**config.mk**
```make
export PLATFORM = sky130hd
export DESIGN_NAME = ps2_host_tx
export DESIGN_NICKNAME = d
export VERILOG_FILES = /design/src/rtl/ps2_host_tx.sv
export SDC_FILE = /design/constraint.sdc
export NUM_CORES = 1
export LEC_CHECK = 0
export ABC_CLOCK_PERIOD_IN_PS = 7300
export BUFFER_PORTS_ARGS = -buffer_cell sky130_fd_sc_hd__buf_2
export CORE_MARGIN = 5
export CORE_UTILIZATION = 40
export DETAILED_ROUTE_END_ITERATION = 6
export PLACE_DENSITY_LB_ADDON = 0.12
export SETUP_SLACK_MARGIN = 0.2
export SYNTH_ARGS = -nofsm -noshare
export SYNTH_HDL_FRONTEND = slang
export SYNTH_SLANG_ARGS = --single-unit
```
**constraint.sdc**
```tcl
create_clock -name clk -period 7.3 [get_ports clk]
set_clock_uncertainty 0.2 [all_clocks]
set_input_delay 0.365 -clock clk [delete_from_list [all_inputs] [get_ports clk]]
set_output_delay 0.365 -clock clk [all_outputs]
set_load 0.05 [all_outputs]
```
**src/rtl/ps2_host_tx.sv**
```systemverilog
// Host-to-device PS/2 transmitter: inhibit / request-to-send, 8 data bits,
// odd parity and stop, then device acknowledge check. Pins driven via open-drain enables.
module ps2_host_tx #(
    parameter int unsigned INHIBIT_CYCLES = 10000,
    parameter int unsigned START_HOLD     = 20,
    parameter int unsigned TIMEOUT_CYCLES = 2000000,
    parameter int unsigned FILTER_LEN     = 8
) (
    input  logic       clk,
    input  logic       rst,
    input  logic       tx_valid,
    input  logic [7:0] tx_data,
    output logic       tx_ready,
    input  logic       ps2_clk_i,
    input  logic       ps2_data_i,
    output logic       ps2_clk_oe,
    output logic       ps2_data_oe,
    output logic       busy,
    output logic       done,
    output logic       err_nack,
    output logic       err_timeout
);

    localparam int unsigned FW = $clog2(FILTER_LEN + 1);

    typedef enum logic [2:0] {
        S_IDLE, S_INHIBIT, S_REQ, S_SEND, S_ACK, S_WAITIDLE, S_DONE
    } state_t;

    // Synchronizers reset to the idle (released, high) bus level.
    logic clk_s1_q, clk_s2_q, dat_s1_q, dat_s2_q;

    always_ff @(posedge clk or negedge rst) begin
        if (!rst) begin
            clk_s1_q <= 1'b1;
            clk_s2_q <= 1'b1;
            dat_s1_q <= 1'b1;
            dat_s2_q <= 1'b1;
        end else begin
            clk_s1_q <= ps2_clk_i;
            clk_s2_q <= clk_s1_q;
            dat_s1_q <= ps2_data_i;
            dat_s2_q <= dat_s1_q;
        end
    end

    // Run-length filter: a new clock level is accepted only after FILTER_LEN equal samples.
    logic          filt_q, filt_d, fall_q;
    logic [FW-1:0] fcnt_q, fcnt_d;

    always_comb begin
        filt_d = filt_q;
        fcnt_d = '0;
        if (clk_s2_q != filt_q) begin
            if (fcnt_q == FW'(FILTER_LEN - 1)) filt_d = clk_s2_q;
            else                               fcnt_d = fcnt_q + 1'b1;
        end
    end

    always_ff @(posedge clk or negedge rst) begin
        if (!rst) begin
            filt_q <= 1'b1;
            fcnt_q <= '0;
            fall_q <= 1'b0;
        end else begin
            filt_q <= filt_d;
            fcnt_q <= fcnt_d;
            fall_q <= filt_q & ~filt_d;
        end
    end

    state_t      state_q, state_d;
    logic [31:0] cnt_q, cnt_d;
    logic [3:0]  bit_q, bit_d;
    logic [7:0]  data_q, data_d;
    logic        par_q, par_d, nack_q, nack_d;
    logic        clk_oe_q, clk_oe_d, data_oe_q, data_oe_d;
    logic        busy_q, busy_d, done_q, done_d;
    logic        enack_q, enack_d, etmo_q, etmo_d;
    logic        tmo;

    assign tmo = (cnt_q >= 32'(TIMEOUT_CYCLES - 1));

    always_comb begin
        state_d   = state_q;
        cnt_d     = cnt_q;
        bit_d     = bit_q;
        data_d    = data_q;
        par_d     = par_q;
        nack_d    = nack_q;
        clk_oe_d  = clk_oe_q;
        data_oe_d = data_oe_q;
        busy_d    = busy_q;
        done_d    = 1'b0;
        enack_d   = 1'b0;
        etmo_d    = 1'b0;
        case (state_q)
            S_IDLE: begin
                if (tx_valid && !busy_q) begin
                    state_d   = S_INHIBIT;
                    data_d    = tx_data;
                    par_d     = ~^tx_data;
                    cnt_d     = '0;
                    bit_d     = '0;
                    nack_d    = 1'b0;
                    clk_oe_d  = 1'b1;
                    data_oe_d = 1'b0;
                    busy_d    = 1'b1;
                end
            end
            S_INHIBIT: begin
                if (cnt_q == 32'(INHIBIT_CYCLES - 1)) begin
                    state_d   = S_REQ;
                    cnt_d     = '0;
                    data_oe_d = 1'b1;
                end else begin
                    cnt_d = cnt_q + 32'd1;
                end
            end
            S_REQ: begin
                if (cnt_q == 32'(START_HOLD - 1)) begin
                    state_d  = S_SEND;
                    cnt_d    = '0;
                    clk_oe_d = 1'b0;
                end else begin
                    cnt_d = cnt_q + 32'd1;
                end
            end
            S_SEND: begin
                cnt_d = cnt_q + 32'd1;
                if (fall_q) begin
                    bit_d = bit_q + 4'd1;
                    if (bit_q < 4'd8)       data_oe_d = ~data_q[bit_q[2:0]];
                    else if (bit_q == 4'd8) data_oe_d = ~par_q;
                    else begin
                        data_oe_d = 1'b0;
                        state_d   = S_ACK;
                    end
                end
            end
            S_ACK: begin
                cnt_d = cnt_q + 32'd1;
                if (fall_q) begin
                    nack_d  = dat_s2_q;
                    state_d = S_WAITIDLE;
                end
            end
            S_WAITIDLE: begin
                cnt_d = cnt_q + 32'd1;
                if (filt_q && dat_s2_q) begin
                    state_d = S_DONE;
                    done_d  = 1'b1;
                    enack_d = nack_q;
                end
            end
            S_DONE: begin
                state_d = S_IDLE;
                busy_d  = 1'b0;
                cnt_d   = '0;
                bit_d   = '0;
            end
            default: state_d = S_IDLE;
        endcase

        // Timeout overrides everything else in the bus phase, including a pending nack.
        if ((state_q == S_SEND || state_q == S_ACK || state_q == S_WAITIDLE) && tmo) begin
            state_d   = S_DONE;
            clk_oe_d  = 1'b0;
            data_oe_d = 1'b0;
            done_d    = 1'b1;
            enack_d   = 1'b0;
            etmo_d    = 1'b1;
        end
    end

    always_ff @(posedge clk or negedge rst) begin
        if (!rst) begin
            state_q   <= S_IDLE;
            cnt_q     <= '0;
            bit_q     <= '0;
            data_q    <= '0;
            par_q     <= 1'b0;
            nack_q    <= 1'b0;
            clk_oe_q  <= 1'b0;
            data_oe_q <= 1'b0;
            busy_q    <= 1'b0;
            done_q    <= 1'b0;
            enack_q   <= 1'b0;
            etmo_q    <= 1'b0;
        end else begin
            state_q   <= state_d;
            cnt_q     <= cnt_d;
            bit_q     <= bit_d;
            data_q    <= data_d;
            par_q     <= par_d;
            nack_q    <= nack_d;
            clk_oe_q  <= clk_oe_d;
            data_oe_q <= data_oe_d;
            busy_q    <= busy_d;
            done_q    <= done_d;
            enack_q   <= enack_d;
            etmo_q    <= etmo_d;
        end
    end

    assign tx_ready    = ~busy_q;
    assign ps2_clk_oe  = clk_oe_q;
    assign ps2_data_oe = data_oe_q;
    assign busy        = busy_q;
    assign done        = done_q;
    assign err_nack    = enack_q;
    assign err_timeout = etmo_q;

endmodule

```
==> flow_summary.rst, run 1 <==
.. list-table::
   :header-rows: 1

   * - Metric
     - Value
   * - Outcome
     - finished with violations
   * - Violated checks
     - negative hold slack
   * - Number of antenna diodes
     - 0
   * - Vias after detailed routing
     - between 2000 and 3000
   * - Final critical-path share of the clock period
     - 41.6%
   * - Max clock buf depth
     - 2
   * - Worst-Skew Late Latency
     - ~0.35 ns
   * - Kind of critical path
     - reg2reg
   * - Number of top-level pins
     - 20
   * - Length of the first detailed-routing pass in iterations
     - 5
   * - Layout Area Growth over Synthesis
     - 10.9%
   * - Post-synthesis sequential element count
     - 65
   * - Post-detailed-route wirelength per cell
     - 15.3 µm
   * - Hold WS
     - -0.0114 ns
   * - Slew HR
     - 29.1%
   * - Sequential Power Share
     - 41.3%
   * - Most common cell after layout, fill and taps aside
     - dfrtp_1
   * - Number of buffers added on ports
     - 19
   * - All-Layer GR Usage
     - ~15%
   * - Cell count after synthesis
     - about 400
   * - Net switching component of the power
     - around 0.46 mW
   * - Global placer's final weighted congestion
     - ~0.84
   * - Leak
     - roughly 1.7 nW
   * - Die Width
     - between 100 and 150 µm
   * - Max-cap check violation count
     - 0
   * - Slew of the pin with the lowest slew margin
     - 1.06 ns
   * - Vias in the first global route
     - around 2700
   * - Initial Utilization
     - roughly two fifths
   * - Nets
     - 430
   * - Post-Route Utilization
     - ~46%
   * - Post-place instance area
     - around 0.0038 mm²
   * - DRC Markers
     - 0
   * - Number of sinks handled by clock tree synthesis
     - 65
   * - Post-route cell area
     - ~0.0040 mm²
   * - Share of synthesized flip-flops with an asynchronous set or reset
     - 100%
   * - Antenna violations before repair
     - 0
   * - Clock edge transition at the registers on the reported setup and hold paths
     - 0.08 ns
   * - Layout cells sized above 1
     - between 10% and 20%
   * - Peak fanout along the critical path
     - 22
   * - Area of the core
     - 0.00881 mm²
   * - Avg Cell Area, Syn
     - ~9.3 µm²
   * - Worst-path cell chain
     - or4_4, nor3_1, o2111ai_2, a21oi_2, nor2_1
   * - Area enclosed by the die boundary
     - about 0.011 mm²
   * - Highest-count cells in the layout ignoring fill and taps
     - 60 x dfrtp_1, 40 x nand2_1, 39 x nor2_1
   * - PD cells
     - around 300 mW/mm²
   * - Type of element launching the critical path
     - flip-flop
   * - GRT overflow
     - 0
   * - Pin count of the biggest net entering global routing
     - 66
   * - DP Wirelength
     - about 5.6 mm
   * - RSZ-0062 raised after global routing
     - no
   * - Wire length of the first global-routing pass
     - between 10 and 15 mm
   * - Worst vdd rail ir drop
     - ~150 µV
   * - Count of final max-slew check failures
     - 0
   * - Int Power
     - roughly 0.74 mW
   * - Hold violation total from the final report
     - 20
   * - Highest achievable clock rate
     - 0.329 GHz
   * - Clock period minus worst slack
     - 3.04 ns
   * - Combinational Power Share
     - a little under a third
   * - Post-cts repair resize count
     - 0
   * - Number of enable flip-flop cells after synthesis
     - 0
   * - Max stage delay cell, worst path
     - a21oi_2
   * - Crit path arrival time
     - 3.03 ns
   * - Total negative setup slack
     - 0 ns
   * - Final number of setup-violating endpoints
     - 0
   * - Post-CTS setup repair buffer count
     - 0
   * - Syn Nets
     - slightly above 400
   * - Die span in y
     - about 110 µm
   * - Average via count per standard cell
     - around 5.7
   * - Count of warnings emitted by yosys
     - 0
   * - Post-Route WL
     - a little over 8 mm
   * - Req. time, crit path
     - between 7 and 8 ns
   * - Sequential area share after synthesis
     - ~45%
   * - Violation count after the first detailed-route iteration
     - ~170
   * - Cell Area, Synth
     - about 0.0036 mm²
   * - Classification of the worst-slack hold path
     - in2async
   * - Element type at the critical path end
     - flip-flop
   * - Number of placement rows
     - 34
   * - CTS tree
     - yes
   * - Antenna Violating Nets Remaining
     - 0
   * - Count of fill cells added during filler insertion
     - ~820
   * - Inserted Clock Buffers
     - 9
   * - Critical path's largest stage delay
     - slightly below 0.9 ns
   * - Switching fraction of total power
     - ~39%
   * - Cell chosen for the clock root
     - clkbuf_8
   * - Main flop type after synthesis
     - dfrtp_1
   * - Clock share of power
     - approximately 28%
   * - Maximum level of the CTS H-tree
     - 3
   * - Distinct cell type count after synthesis
     - 65
## cell usage after synthesis (7+ instances only)
master / number / area share, %
o21ai_0: 25 / 3.4
dfrtp_1: 60 / 41
inv_1: 14 / 1.4
nand3_1: 17 / 2.3
or3_1: 12 / 2.1
xor2_1: 9 / 2.2
clkbuf_1: 7 / 0.72
xnor2_1: 10 / 2.4
mux2_2: 10 / 3.1
nand2_1: 40 / 4.1
a21oi_1: 22 / 3.0
nor3_1: 15 / 2.1
nor2_1: 39 / 4.0
nand4_1: 16 / 2.7
## layout make-up
class	count	area, µm²	area share [%]
inverters	15	56.3	1.39
repair buffers	24	138	3.41
well taps	108	135	3.34
multi-input cells	298	1870	46.3
clock buffers	9	124	3.07
flip-flops and latches	65	1630	40.4
clock inverters	7	83.8	2.07
## registers in the layout (all words and copies together) (netlist names)
name and flops:
err_timeout 1, ps2_data_oe 1, fcnt_q 4, err_nack 1, par_q 1, state_q 3, fall_q 1, busy 1
ps2_clk_oe 1, data_q 8, filt_q 1, bit_q 4, clk_s2_q 1, dat_s2_q 1, nack_q 1, dat_s1_q 1
clk_s1_q 1, cnt_q 32, done 1
## power by group through the flow
stage,sequential [mW],combinational [mW],clock (mW)
floorplan,0.473,0.317,0
global placement,0.501,0.373,0
detailed placement,0.501,0.373,0
CTS,0.494,0.376,0.341
global route,0.507,0.421,0.355
finish,0.494,0.373,0.329
## cell families (layout without fill, tap and decap cells)
family	after synthesis	in the layout	synth area share, %
DFF	65	65	44.8
buffers and inverters	30	55	3.81
muxes	13	13	4.60
adders and majority gates	4	4	1.37
xor gates and xnor gates	19	19	4.57
and+or+nand+nor	181	181	26.4
AOI/OAI and AO/OA	81	81	14.4
## metrics by stage
step / total power [mW] / setup WS, ns / instances
6_report: 1.20 / 4.26 / 526
5_1_grt: 1.28 / 3.95 / 526
4_1_cts: 1.21 / 4.24 / 526
3_5_place_dp: 0.874 / 4.24 / 508
3_3_place_gp: 0.874 / 4.34 / 508
2_1_floorplan: 0.790 / 4.91 / 393
## timing repair
item | in CTS | in global routing
endpoints found under the hold margin | 2 | 0
hold buffers | 2 | 0
setup endpoints to repair | 0 | 0
## critical path, delay by kind of cell (launching register included)
| family | cells | cell delay, ns |
|---|---|---|
| and+or+nand+nor | 3 | 0.98 |
| AOI/OAI and AO/OA | 2 | 1.26 |
| DFF | 1 | 0.42 |
## metal layers
metal | vias to the layer above | share of wire [%] | global-route usage, %
met4 | 0 | 1.4 | 6.28
met1 | 1409 | 50 | 23.0
met2 | 87 | 43 | 21.1
li1 | 1471 | - | -
met3 | 9 | 5.7 | 3.61
met5 | - | 0 | 0
## worst paths after layout
path | slack (ns) | depth (start not counted) | startpoint | end
worst max-delay path | 4.26 | 5 | cnt_q[24] | cnt_q[14]
worst min register to register | 0.16 | 0 | dat_s1_q | dat_s2_q
min in group clk | 0.06 | 2 | tx_data[5] | data_q[5]
worst min-delay path | -0.01 | 2 | rst | cnt_q[5]
worst max register to register | 4.26 | 5 | cnt_q[24] | cnt_q[14]
max in group asynchronous | 6.38 | 2 | rst | err_nack
(Power assumes the default switching activity.)
==> run 2, diff against run 1 <==
--- a/config.mk
+++ b/config.mk
@@ -5,7 +5,7 @@
 export SDC_FILE = /design/constraint.sdc
 export NUM_CORES = 1
 export LEC_CHECK = 0
-export ABC_CLOCK_PERIOD_IN_PS = 7300
+export ABC_CLOCK_PERIOD_IN_PS = 3150
 export BUFFER_PORTS_ARGS = -buffer_cell sky130_fd_sc_hd__buf_2
 export CORE_MARGIN = 5
 export CORE_UTILIZATION = 40
==> constraint.sdc (replaced) <==
create_clock -name clk -period 3.15 [get_ports clk]
set_clock_uncertainty 0.2 [all_clocks]
set_input_delay 0.1575 -clock clk [delete_from_list [all_inputs] [get_ports clk]]
set_output_delay 0.1575 -clock clk [all_outputs]
set_load 0.05 [all_outputs]
==> flow_summary.rst, run 2 (synthesized netlist as in run 1, its figures left out) <==
.. list-table::
   :header-rows: 1

   * - Metric
     - Value
   * - Inserted Clock Buffers
     - 9
   * - Count of fill cells added during filler insertion
     - 828
   * - Initial Utilization
     - slightly above 40%
   * - Global placer's final weighted congestion
     - 0.802
   * - Clock period minus worst slack
     - 2.67 ns
   * - Kind of critical path
     - reg2reg
   * - Vias in the first global route
     - about 2900
   * - DP Wirelength
     - 5.78 mm
   * - Highest-count cells in the layout ignoring fill and taps
     - 60 x dfrtp_1, 40 x nand2_1, 39 x nor2_1
   * - CTS tree
     - yes
   * - Largest register FFs
     - 32
   * - Total negative setup slack
     - 0 ns
   * - Slew HR
     - between 40% and 50%
   * - Worst setup path start
     - state_q[0]
   * - Classification of the worst-slack hold path
     - in2reg
   * - Layout cells sized above 1
     - 18.0%
   * - Length of the first detailed-routing pass in iterations
     - 4
   * - Most common cell after layout, fill and taps aside
     - dfrtp_1
   * - Element type at the critical path end
     - flip-flop
   * - Slew of the pin with the lowest slew margin
     - roughly 0.84 ns
   * - Max clock buf depth
     - 2
   * - Highest achievable clock rate
     - 0.375 GHz
   * - Most flops, register
     - cnt_q
   * - RSZ-0062 raised after global routing
     - no
   * - DRC Markers
     - 0
   * - Number of buffers added on ports
     - 19
   * - Worst vdd rail ir drop
     - 372 µV
   * - Wire length of the first global-routing pass
     - 14.2 mm
   * - Antenna Violating Nets Remaining
     - 0
   * - Type of element launching the critical path
     - flip-flop
   * - Maximum level of the CTS H-tree
     - 3
   * - Number of sinks handled by clock tree synthesis
     - 65
   * - GRT overflow
     - 0
   * - Final critical-path share of the clock period
     - between 80 and 90%
   * - Nets
     - 446
   * - Outcome
     - finished clean
   * - Leak
     - between 1.5 and 2 nW
   * - Biggest regs
     - cnt_q: 32 flops, data_q: 8 flops
   * - Crit path arrival time
     - about 2.7 ns
   * - Die span in y
     - ~110 µm
   * - Hold violation total from the final report
     - 0
   * - Number of placement rows
     - 34
   * - Average via count per standard cell
     - 5.58
   * - Pin count of the biggest net entering global routing
     - 66
   * - Peak fanout along the critical path
     - 22
   * - Max-cap check violation count
     - 0
   * - Area enclosed by the die boundary
     - 0.0111 mm²
   * - Req. time, crit path
     - 3.23 ns
   * - Post-detailed-route wirelength per cell
     - 15.4 µm
   * - Post-Route WL
     - approximately 8.4 mm
   * - Die Width
     - 105 µm
   * - Vias after detailed routing
     - just over 3000
   * - PD cells
     - approximately 670 mW/mm²
   * - Number of top-level pins
     - 20
   * - All-Layer GR Usage
     - 16.0%
   * - Antenna violations before repair
     - 0
   * - Cell chosen for the clock root
     - clkbuf_8
   * - Count of final max-slew check failures
     - 0
   * - Worst-Skew Late Latency
     - 0.35 ns
   * - Final number of setup-violating endpoints
     - 0
   * - Layout Area Growth over Synthesis
     - 14.8%
   * - Clock edge transition at the registers on the reported setup and hold paths
     - roughly 0.090 ns
   * - Dpl ws
     - 0.503 ns
   * - Post-CTS setup repair buffer count
     - 0
   * - Area of the core
     - 0.00881 mm²
   * - Number of antenna diodes
     - 0
   * - Startpoint of the tightest hold check path
     - tx_valid
   * - Setup slack after layout
     - roughly 0.48 ns
   * - Worst reg2reg startpoint
     - state_q[0]
   * - Violation count after the first detailed-route iteration
     - approximately 210
[run 2: cell count changes in the layout (fill, tap and decap cells not counted)]
cell / previous run / this run
buf_4: 3 / 10
inv_6: 4 / 5
dlygate4sd3_1: 2 / 11
inv_8: 1 / 0
[run 2: where the power goes]
part	internal [mW]	total, mW	leakage [nW]	switching (mW)
Sequential	0.968	1.13	0.851	0.158
Combinational	0.394	0.938	0.824	0.545
Clock	0.379	0.747	0.102	0.368
Total	1.74	2.81	1.78	1.07
[run 2: layout make-up]
type	instances	area [µm²]	share of cell area, %
Clock buffer	9	124	2.96
Clock inverter	7	81.3	1.95
Inverter	15	56.3	1.35
Multi-Input combinational cell	298	1870	44.7
Sequential cell	65	1630	39.1
Tap cell	108	135	3.23
Timing Repair Buffer	40	280	6.70
[run 2: final timing paths]
| path | slack (ns) | cells after the start | endpoint |
|---|---|---|---|
| setup reg to reg | 0.48 | 4 | cnt_q[30] |
| hold reg to reg | 0.16 | 0 | clk_s2_q |
| hold / removal | 0.03 | 5 | busy |
| min in group asynchronous | 0.31 | 3 | cnt_q[5] |
| setup / recovery | 0.48 | 4 | cnt_q[30] |
| max in group asynchronous | 1.86 | 3 | cnt_q[1] |
[run 2: timing repair]
item	CTS	global route
hold buffers	11	0
resized for setup	0	0
hold endpoints to repair	70	0
setup endpoints to repair	0	0
[run 2: metrics by stage]
stage	total power [mW]	util (%)	hold slack [ns]	std cells	area [µm²]
floorplan	1.83	-	-0.338	393	3640
global placement	2.06	43.9	0.0640	515	3860
detailed placement	2.07	43.9	0.0640	515	3860
CTS	2.84	47.5	0.00838	542	4180
global route	3.02	47.5	0.0491	542	4180
finish	2.81	47.5	0.0273	542	4180
[run 2: worst max-delay path, cell delays in order (launching register included)]
cell,delay [ns]
dfrtp_1,0.77
o311a_1,0.53
nand4_1,0.34
or4b_1,0.58
a21oi_1,0.15
[run 2: routing by layer]
layer	up-vias	GRT usage, %	part of all wire, %
met3	8	3.36	4.0
met2	57	23.5	44
met4	0	5.34	1.4
li1	1505	-	-
met1	1456	23.2	51
met5	-	0	0
